===== src/rtl/thread_ctrl.sv =====
// thread_ctrl: validates thread-op requests and pulses commands to the per-thread
// status registers, and runs the round-robin time-slice scheduler that feeds fetch.
module thread_ctrl #(
  parameter int          NUM_TRD = 8,
  parameter int          SLICE   = 16,
  parameter logic [31:0] BOOT_PC = 32'h0000_0000,
  localparam int         TW      = $clog2(NUM_TRD)
) (
  input  logic               clk,
  input  logic               rst_n,
  input  logic               req_vld,
  input  logic [1:0]         req_op,
  input  logic [TW-1:0]      req_trd,
  input  logic [31:0]        req_pc,
  output logic               req_rdy,
  output logic               rsp_vld,
  output logic               rsp_err,
  input  logic [NUM_TRD-1:0] trd_valid,
  input  logic [NUM_TRD-1:0] trd_running,
  input  logic [NUM_TRD-1:0] trd_err,
  output logic               init,
  output logic               slp,
  output logic               wake,
  output logic               kill,
  output logic [TW-1:0]      obj_trd,
  output logic [TW-1:0]      act_trd,
  output logic [31:0]        init_pc,
  output logic [TW-1:0]      cur_trd,
  output logic               trd_sw,
  output logic               all_idle
);

  localparam int            CW     = (SLICE > 1) ? $clog2(SLICE) : 1;
  localparam logic [CW-1:0] RELOAD = CW'(SLICE - 1);

  typedef enum logic [1:0] {BOOT, IDLE, ISSUE, RESP} state_e;
  typedef enum logic [1:0] {OP_INIT, OP_SLEEP, OP_WAKE, OP_KILL} op_e;

  state_e        state;
  op_e           op;
  logic          reject;
  logic [TW-1:0] lat_trd;
  logic          lat_rej;
  logic [CW-1:0] cnt;
  logic          sw_due;
  logic          found;
  logic [TW-1:0] nxt_trd;
  logic [TW-1:0] idx;

  assign op       = op_e'(req_op);
  assign act_trd  = cur_trd;
  assign all_idle = ~|trd_running;

  // Init of an already-valid thread or wake of an invalid one never reaches the registers.
  assign reject = ((op == OP_INIT) &&  trd_valid[req_trd]) ||
                  ((op == OP_WAKE) && !trd_valid[req_trd]);

  always_ff @(posedge clk or negedge rst_n) begin
    if (!rst_n) begin
      state   <= BOOT;
      req_rdy <= 1'b0;
      rsp_vld <= 1'b0;
      rsp_err <= 1'b0;
      init    <= 1'b0;
      slp     <= 1'b0;
      wake    <= 1'b0;
      kill    <= 1'b0;
      obj_trd <= '0;
      init_pc <= '0;
      lat_trd <= '0;
      lat_rej <= 1'b0;
    end else begin
      init    <= 1'b0;
      slp     <= 1'b0;
      wake    <= 1'b0;
      kill    <= 1'b0;
      init_pc <= '0;
      rsp_vld <= 1'b0;
      rsp_err <= 1'b0;
      case (state)
        BOOT: begin
          // init doubles as the marker that the thread-0 boot pulse has gone out
          if (!init) begin
            init    <= 1'b1;
            obj_trd <= '0;
            init_pc <= BOOT_PC;
          end else begin
            state   <= IDLE;
            req_rdy <= 1'b1;
          end
        end
        IDLE: begin
          if (req_vld) begin
            state   <= ISSUE;
            req_rdy <= 1'b0;
            lat_trd <= req_trd;
            lat_rej <= reject;
            obj_trd <= req_trd;
            if (!reject) begin
              case (op)
                OP_INIT: begin
                  init    <= 1'b1;
                  init_pc <= req_pc;
                end
                OP_SLEEP: slp  <= 1'b1;
                OP_WAKE:  wake <= 1'b1;
                OP_KILL:  kill <= 1'b1;
                default:  ;
              endcase
            end
          end
        end
        ISSUE: begin
          state   <= RESP;
          rsp_vld <= 1'b1;
          rsp_err <= lat_rej | trd_err[lat_trd];
        end
        RESP: begin
          state   <= IDLE;
          req_rdy <= 1'b1;
        end
        default: state <= BOOT;
      endcase
    end
  end

  // Round-robin search starting after the current thread and wrapping back onto it.
  always_comb begin
    found   = 1'b0;
    nxt_trd = cur_trd;
    idx     = cur_trd;
    for (int i = 1; i <= NUM_TRD; i++) begin
      idx = TW'((int'(cur_trd) + i) % NUM_TRD);
      if (!found && trd_running[idx]) begin
        found   = 1'b1;
        nxt_trd = idx;
      end
    end
  end

  // Switching only in quiet IDLE cycles keeps every command on a single action thread.
  assign sw_due = (state == IDLE) && !req_vld &&
                  ((cnt == '0) || !trd_running[cur_trd]);

  always_ff @(posedge clk or negedge rst_n) begin
    if (!rst_n) begin
      cnt     <= RELOAD;
      cur_trd <= '0;
      trd_sw  <= 1'b0;
    end else begin
      trd_sw <= 1'b0;
      if (sw_due && found) begin
        cnt <= RELOAD;
        if (nxt_trd != cur_trd) begin
          cur_trd <= nxt_trd;
          trd_sw  <= 1'b1;
        end
      end else if (cnt != '0) begin
        cnt <= cnt - CW'(1);
      end
    end
  end

endmodule


===== config.mk =====
export PLATFORM = sky130hd
export DESIGN_NAME = thread_ctrl
export DESIGN_NICKNAME = d
export VERILOG_FILES = /design/src/rtl/thread_ctrl.sv
export SDC_FILE = /design/constraint.sdc
export NUM_CORES = 1
export LEC_CHECK = 0
export ABC_AREA = 0
export CORE_ASPECT_RATIO = 1.1
export CORE_MARGIN = 4
export CORE_UTILIZATION = 48
export CTS_BUF_LIST = sky130_fd_sc_hd__clkbuf_8 sky130_fd_sc_hd__clkbuf_16
export DETAILED_ROUTE_END_ITERATION = 16
export HOLD_SLACK_MARGIN = 0.02
export PLACE_DENSITY = 0.86
export SYNTH_ARGS = -nofsm -noshare
export SYNTH_HDL_FRONTEND = slang
export SYNTH_SLANG_ARGS = --single-unit
export TNS_END_PERCENT = 5

===== constraint.sdc =====
create_clock -name clk -period 8.3 [get_ports clk]
set_clock_uncertainty 0.15 [all_clocks]
set_input_delay 2.49 -clock clk [delete_from_list [all_inputs] [get_ports clk]]
set_output_delay 2.49 -clock clk [all_outputs]
set_load 0.01 [all_outputs]

==> run metrics <==
largest net degree at the start of global routing 57; die width 83.9 um; number of global-route vias before repair 2,534; post-synthesis adder-cell area fraction 2.88%; max_slew headroom between 50% and 60%; fin nets between 400 and 500; drt drc 0; Port Buf Inserts 113; worst-margin pin slew ~0.72 ns; VDD IR max 0.225 mV; Starting DRT DRC Count around 140; Async SR Flop Fraction 100%; share of cells above drive strength 1 10.2%; total CTS buffers 5; commonest cells after routing, fill and taps aside 112 x clkdlybuf4s50_1, 52 x dfrtp_1, 34 x and2_1; Metal-1 WL 3.04 mm; Worst Path Class, Setup primary input to output port; post-synthesis xor/xnor area fraction 2.55%; Post-synth EDFFs 0; Layout area overhead 41.6%; Post-Route Utilization 69.9%; IO Count 114; CP Max Fanout 5; Critical Path Source Type primary input; Pleak 1.89 nW; setup violators final 0; synthesized flop and latch total between 50 and 60; Core ar. 0.00616 sq mm; Max Slew Vio Count 0; leading cell type in the layout, fill and taps excluded clkdlybuf4s50_1; post-cts resize count 0; Starting Density about half; first-pass GRT wire length around 12 mm; Final Hold Fails 0; Rows 30; Seq/Total Area, Yosys 46.3%; Avg Vias per Cell roughly 5.3; setup tns final 0 ns; routed vias 2,421; TritonCTS sink count 56; drt wl/cell 16.3 um; Total Wirelength 7.38 mm; routed wl met3 507 um; Compound-Gate Fraction of Synth Area 9.96%; Worst Reg-to-Reg Cells 8; hpwl dp 5.70 mm; Worst-path clk slew 0.08 ns; root buf cell clkbuf_8; synth warn 0; placed instance area 0.00421 sq mm; DRT Pass-1 Iters 4; uppermost layer routed met4; DIE HEIGHT 91.5 um; n_diodes 0; syn_nets 334; CTS tree done; Design Area, Final 0.00430 sq mm; main combinational cell family by area after synthesis multiplexers; post-route ant nets 0; DIE AREA 0.00767 sq mm; CP Capture Type output port; post-CTS setup buffer count 0; H-Tree Depth 2; post-synthesis mux area share 17.2%; Final Wtd Congestion 0.845; GRT Overall Usage 19.7%; CTS Hold Bufs 0; RSZ-0062 raised after global routing no; remaining global-route overflow 0; gate count of the mapped netlist 263; CP arrival 4.20 ns; FF-to-FF setup slack 4.82 ns; met2 WL 3.63 mm; clk_lat worst skew roughly 0.30 ns; max cap viols 0; Hold Path Class register to register; simple-gate share of the synthesized area between 15 and 20%; worst hold stages 2; status finished clean; crit path time final 6.84 ns; Mean Syn Cell Area 11.6 sq um; WP data required 5.66 ns; f_max 146 MHz; initial antenna violation count 0; Top FF cell, synth dfrtp_1; fin crit share between 80% and 90%; PD cells 300 mW/mm^2; placed insts 445; Non-Filler Instances ~450; clock buffer depth 2; synth unique cells 52; synthesized cell area 0.00304 sq mm
## Yosys cell counts (5+ instances only)
library cell  instances  area, sq um
mux4_2                9          203
ha_1                  7         87.6
xor2_1                5         43.8
dfrtp_1              52         1300
mux2_2                6         67.6
o21ai_0              10         50.1
mux2i_1              10          100
and2_1               34          213
nor2_1                8         30.0
clkbuf_1              7         26.3
nand2_1              21         78.8
a21oi_1               9         45.0
inv_1                11         41.3
## stage by stage
step | hold WS [ns] | setup slack [ns] | total power, mW
2_1_floorplan | 0.299 | 2.45 | 0.945
3_3_place_gp | 0.313 | 1.50 | 1.12
3_5_place_dp | 0.340 | 1.47 | 1.14
4_1_cts | 0.359 | 1.45 | 1.30
5_1_grt | 0.397 | 1.39 | 1.39
6_report | 0.347 | 1.46 | 1.29
## per-layer routing
metal	global-route usage (%)	up-vias
li1	-	1153
met1	23.4	1148
met2	34.7	105
met3	4.81	15
met4	6.57	0
met5	0	-
## final cells by class
class                      count  area, sq um
fill                         459         1850
timing repair buffer         115         1140
inverter                      11         41.3
sequential                    56         1410
tap                           80          100
clock buffer                   6         82.6
multi-input combinational    183         1520
clock inverter                 2         11.3
## report_power, final
part / switching [mW] / internal (mW) / total [mW]
registers: 0.0733 / 0.333 / 0.407
clock network: 0.0825 / 0.0667 / 0.149
logic: 0.372 / 0.363 / 0.735
## flip-flops by register name, indices dropped and copies added (netlist names), 2 cells and up
register and cells:
init_pc 32, cnt 4, act_trd 3, lat_trd 3, obj_trd 3, state 2
## worst paths after layout
path                                         from                endpoint
max                                trd_running[5]                all_idle
min                           req_rdy$_DFFE_PN0P_     req_rdy$_DFFE_PN0P_
max reg2reg                act_trd[1]$_DFFE_PN0P_  act_trd[0]$_DFFE_PN0P_
min reg2reg                   req_rdy$_DFFE_PN0P_     req_rdy$_DFFE_PN0P_
max in group asynchronous                   rst_n   init_pc[31]$_DFF_PN0_
min in group asynchronous                   rst_n     lat_rej$_DFFE_PN0P_
## critical path, cell delays in order
cell             delay [ns]
clkdlybuf4s50_1        0.46
or4_1                  0.58
nor2_1                 0.12
clkdlybuf4s50_1        0.54
## kinds of logic (layout without fill, tap and decap cells)
logic type,Yosys count,in the layout
simple gates,91,91
xor+xnor,8,8
buf+inv,24,134
compound gates,43,43
mux,34,34
fa+ha+maj,7,7
flops,56,56
Power figures use the tool's default switching activity.
